`src/rtl/uart_tx_if.sv`:
```
// uart_tx_if: transmit request/status bundle between a byte source and the UART transmitter.
interface uart_tx_if;
    logic       i_tx_start;
    logic [7:0] i_tx_d;
    logic       o_tx_d;
    logic       o_tx_busy;
    logic       o_tx_done;
    modport master (output i_tx_start, i_tx_d, input o_tx_d, o_tx_busy, o_tx_done);
    modport slave  (input i_tx_start, i_tx_d, output o_tx_d, o_tx_busy, o_tx_done);
endinterface

```
`src/rtl/uart_tx.sv`:
```
// uart_tx: 8N1 serial transmitter, each bit held CLKS_PER_BIT clocks, registered line/busy/done.
module uart_tx #(
    parameter int SYS_CLK   = 50000000,
    parameter int BAUD_RATE = 115200
) (
    input logic     clk,
    input logic     rst_n,
    uart_tx_if.slave tx
);
    localparam int CLKS_PER_BIT = SYS_CLK / BAUD_RATE;
    localparam int CW = $clog2(CLKS_PER_BIT);
    typedef enum logic [1:0] {IDLE, START, DATA, STOP} state_t;
    state_t          state;
    logic [CW-1:0]   cnt;
    logic [2:0]      idx;
    logic [7:0]      sh;
    logic            tc;
    assign tc = cnt == CW'(CLKS_PER_BIT - 1);
    // Outputs are registered with the value of the state being entered, so the line moves in step with state.
    always_ff @(posedge clk or negedge rst_n) begin
        if (!rst_n) begin
            state        <= IDLE;
            cnt          <= '0;
            idx          <= '0;
            sh           <= '0;
            tx.o_tx_d    <= 1'b1;
            tx.o_tx_busy <= 1'b0;
            tx.o_tx_done <= 1'b0;
        end else begin
            tx.o_tx_done <= 1'b0;
            case (state)
                IDLE: begin
                    cnt          <= '0;
                    tx.o_tx_d    <= 1'b1;
                    tx.o_tx_busy <= 1'b0;
                    if (tx.i_tx_start) begin
                        sh           <= tx.i_tx_d;
                        idx          <= '0;
                        state        <= START;
                        tx.o_tx_d    <= 1'b0;
                        tx.o_tx_busy <= 1'b1;
                    end
                end
                START: begin
                    cnt <= tc ? '0 : cnt + 1'b1;
                    if (tc) begin
                        state     <= DATA;
                        tx.o_tx_d <= sh[0];
                    end
                end
                DATA: begin
                    cnt <= tc ? '0 : cnt + 1'b1;
                    if (tc) begin
                        sh        <= sh >> 1;
                        idx       <= idx + 1'b1;
                        state     <= idx == 3'd7 ? STOP : DATA;
                        tx.o_tx_d <= idx == 3'd7 ? 1'b1 : sh[1];
                    end
                end
                default: begin
                    cnt <= tc ? '0 : cnt + 1'b1;
                    if (tc) begin
                        state        <= IDLE;
                        tx.o_tx_d    <= 1'b1;
                        tx.o_tx_busy <= 1'b0;
                        tx.o_tx_done <= 1'b1;
                    end
                end
            endcase
        end
    end
endmodule

```
`src/flat_wrapper.sv`:
```
// flat-port wrapper written by rule: the top's interface ports become plain ports
module uart_tx_flat 
#(
    parameter int SYS_CLK   = 50000000,
    parameter int BAUD_RATE = 115200
)
  (clk, rst_n, tx_i_tx_start, tx_i_tx_d, tx_o_tx_d, tx_o_tx_busy, tx_o_tx_done);
  uart_tx_if tx_i ();
  input logic clk;
  input logic rst_n;
  input wire logic [$bits(tx_i.i_tx_start)-1:0] tx_i_tx_start;
  input wire logic [$bits(tx_i.i_tx_d)-1:0] tx_i_tx_d;
  output wire logic [$bits(tx_i.o_tx_d)-1:0] tx_o_tx_d;
  output wire logic [$bits(tx_i.o_tx_busy)-1:0] tx_o_tx_busy;
  output wire logic [$bits(tx_i.o_tx_done)-1:0] tx_o_tx_done;
  assign tx_i.i_tx_start = tx_i_tx_start;
  assign tx_i.i_tx_d = tx_i_tx_d;
  assign tx_o_tx_d = tx_i.o_tx_d;
  assign tx_o_tx_busy = tx_i.o_tx_busy;
  assign tx_o_tx_done = tx_i.o_tx_done;
  uart_tx #(.SYS_CLK(SYS_CLK), .BAUD_RATE(BAUD_RATE)) u_core (.clk(clk), .rst_n(rst_n), .tx(tx_i));
endmodule
```
`config.mk`:
```
export PLATFORM = sky130hd
export DESIGN_NAME = uart_tx_flat
export DESIGN_NICKNAME = d
export VERILOG_FILES = /design/src/rtl/uart_tx_if.sv /design/src/rtl/uart_tx.sv /design/src/flat_wrapper.sv
export SDC_FILE = /design/constraint.sdc
export NUM_CORES = 1
export LEC_CHECK = 0
export BUFFER_PORTS_ARGS = -buffer_cell sky130_fd_sc_hd__buf_2
export CAP_MARGIN = 20
export CORE_MARGIN = 5
export CORE_UTILIZATION = 25
export CTS_CLUSTER_SIZE = 28
export DETAILED_ROUTE_END_ITERATION = 8
export PLACE_DENSITY = 0.53
export SLEW_MARGIN = 10
export SYNTH_ARGS = -nofsm -noshare
export SYNTH_HDL_FRONTEND = slang
export SYNTH_SLANG_ARGS = --single-unit
export TNS_END_PERCENT = 30
```
`constraint.sdc`:
```
create_clock -name clk -period 1.72 [get_ports clk]
set_input_delay 0.086 -clock clk [delete_from_list [all_inputs] [get_ports clk]]
set_output_delay 0.086 -clock clk [all_outputs]
set_load 0.02 [all_outputs]
```
==> flow_summary_export.csv <==
group,metric,value,unit
status,status,"complete, no violations",
sta,setup_viol,0,
synthesis,ys_ff_latch,25,
floorplan,die_h,82.9,um
min_path,hold_class,"in -> reg",
worst_setup_path,cp_cell_sequence,"inv_1 > ha_1 > nand2b_1 > and2_1 > nand4_4 > o221a_2",
detailed_routing,routed_wl,2870,um
cells_and_area,final_common_cell,"dfrtp_1",
placed_design,dp_hpwl,2160,um
sta,tightest_slew,0.579,ns
sta,clock_skew,0.00563,ns
pwr,leakage,0.718,nW
clock_network,cts_root_buf,"clkbuf_8",
pwr,p_per_area,605,nW/um2
worst_setup_path,path_buf_inv,1,
floorplan,row_count,26,
global_routing,antenna_found_initial,0,
worst_setup_path,slowest_stage,"dfrtp_1",
global_routing,grt_start_max_net_pins,26,
global_routing,grt_pass1_vias,1030,
clock_network,cts_tree,"done",
clock_network,clkLatencyLatePin,0.27,ns
cells_and_area,area_delta_synth_final,19.5,%
worst_setup_path,reg2reg_depth,6,
synthesis,yosysTopAreaCell,"dfrtp_1",
detailed_routing,ant_nets,0,
sta,maxSlewViolCount,0,
placed_design,globalplace.congestion,0.812,
floorplan,die_w,82.9,um
clock_network,htreeDepth,1,
placed_design,port_buffers,13,
worst_setup_path,critPathKind,"reg -> reg",
worst_setup_path,worstPathMaxFanout,10,
detailed_routing,viasPerCell,4.57,
floorplan,die_area,6880,um2
synthesis,yosys.area.top_type_share,45.2,%
sta,rsz0062_at_grt,"false",
worst_setup_path,cp-endpoint,"u_core.sh[3]",
flow_run,max-cap-violations,0,
synthesis,yosys_warnings,0,
detailed_routing,dr.pass1.iters,4,
clock_network,post_cts_buffers,0,
sta,post-route-period-util,93.0,%
synthesis,syn_nets,142,
synthesis,synthCells,122,
worst_setup_path,cp.required,1.88,ns
worst_setup_path,crit_start,"u_core.state[1]",
cells_and_area,fin_util,30.9,%
global_routing,grt_overflow,0,
sta,hold_slack,0.166,ns
clock_network,clk_pin_slew,0.09,ns
cells_and_area,layout-drive-gt1-share,29.2,%
worst_setup_path,r2r-start,"u_core.state[1]",
clock_network,numCtsBuffers,3,
clock_network,clock_sinks,25,
clock_network,cts_buffer_depth,2,
worst_setup_path,r2r_slack,0.12,ns
worst_setup_path,critPathCaptureType,"flop",
detailed_routing,drt_iter0_markers,70,
worst_setup_path,cp_top_family,"simple AND/OR/NAND/NOR gates",
sta,final-hold-violation-count,0,
synthesis,ys_seq_area_share,47.1,%
global_routing,grt_pass1_wl,4890,um
detailed_routing,num_vias,979,
worst_setup_path,timing.rr.end,"u_core.sh[3]",
worst_setup_path,slowest_delay,0.39,ns
sta,fmax,625,MHz
floorplan,fp.coreArea,5140,um2
sta,slew_headroom,61.4,%
cells_and_area,fin_nets,165,
floorplan,start_util,25.9,%
floorplan,num_io_pins,14,
worst_setup_path,crit_path_start_kind,"flop",
global_routing,grtUsageTotal,8.56,%
detailed_routing,wire_per_inst,13.4,um
cells_and_area,n_antenna_cell,0,
worst_setup_path,arrival,1.76,ns
pwr,peakVddDrop,0.276,mV
cells_and_area,final_cell_mix,"24 x dfrtp_1, 13 x buf_2, 10 x nor2_1",
synthesis,synth_area_leaders,"dfrtp_1 45%, ha_1 8.5%, o221a_2 5.9%",
synthesis,syn_area,1330,um2
synthesis,avgSynthCellArea,10.9,um2
sta,post-route-min-period,1.60,ns
detailed_routing,drc,0,
sta,setup_tns,0,ns
worst_setup_path,cp.depth,6,
synthesis,synth.distinct_cells,35,
==> sequential cells by signal, summed over array words and instances (netlist names) <==
| name | flops |
|---|---|
| u_core.idx | 3 |
| u_core.sh | 8 |
| u_core.cnt | 9 |
| u_core.tx.o_tx_done | 1 |
| u_core.tx.o_tx_d | 1 |
| u_core.state | 2 |
| u_core.tx.o_tx_busy | 1 |
==> synth_stat cells (all sizes together) <==
library cell / n
nor3: 1
a21o: 1
dfstp: 1
nand2: 10
mux2: 2
or2: 1
a21oi: 2
o2bb2ai: 2
o221a: 7
nand2b: 4
and2: 2
nand4: 2
and4b: 2
or3: 8
nor4b: 1
dfrtp: 24
and4: 2
xnor2: 2
a32o: 1
mux2i: 2
buf: 2
inv: 6
and3: 1
o22ai: 1
nor2: 11
and4bb: 1
o21ai: 5
ha: 9
xor2: 4
nand3: 5
==> worst min path at each step <==
stage / start / endpoint / cells past startpoint
after global placement: rst_n / u_core.sh[0] / 1
after CTS: tx_i_tx_d[1] / u_core.sh[1] / 3
final: tx_i_tx_d[0] / u_core.sh[0] / 3
after global routing: tx_i_tx_d[0] / u_core.sh[0] / 3
after detailed placement: rst_n / u_core.sh[0] / 1
after floorplan: rst_n / u_core.cnt[0] / 0
==> kinds of logic after synthesis <==
group                      after synthesis  synth area share (%)
DFF                                     25                  47.1
adders and majority gates                9                  8.47
xor gates and xnor gates                 6                  3.95
AOI/OAI and AO/OA                       19                  11.9
buffers and inverters                    8                  2.35
and+or+nand+nor                         51                  22.4
muxes                                    4                  3.76
==> power breakdown <==
group          leakage [nW]  internal, W  switching [W]
clock                0.0228     0.000166       0.000182
sequential            0.326     0.000587              0
combinational         0.369    0.0000104      0.0000167
==> routing by layer <==
metal / GRT usage (%) / share of wire, % / vias up
li1: - / - / 483
met1: 10.6 / 48 / 477
met2: 14.4 / 47 / 17
met3: 2.87 / 4.5 / 2
met4: 1.78 / 0.59 / 0
met5: 0 / 0 / -
==> metrics by stage <==
step	cell area (um2)	setup WS [ns]	total power (W)	instances
after detailed placement	1520	0.0213	0.000625	209
after global routing	1590	0.00720	0.000999	214
final	1590	0.120	0.000962	214
after global placement	1520	0.103	0.000624	209
after CTS	1570	0.00599	0.000981	214
after floorplan	1330	0.0786	0.000601	122
==> tightest hold or removal path: stages <==
cell and delay, ns:
buf_2 0.07, or3_1 0.09, o221a_2 0.16
==> area by class of cell <==
class / count / area (um2)
clock buffer: 4 / 45.0
fill: 559 / 3550
inverter: 6 / 22.5
multi-input combinational: 89 / 687
sequential: 25 / 627
tap: 70 / 87.6
timing repair buffer: 20 / 120
==> timing repair <==
action | 4_1_cts | 5_1_grt
hold buffers | 1 | 0
resized for setup | 0 | 4
setup endpoints to repair | 0 | 11
hold endpoints to repair | 24 | 0
No activity file was read; power rests on OpenSTA's default activity.
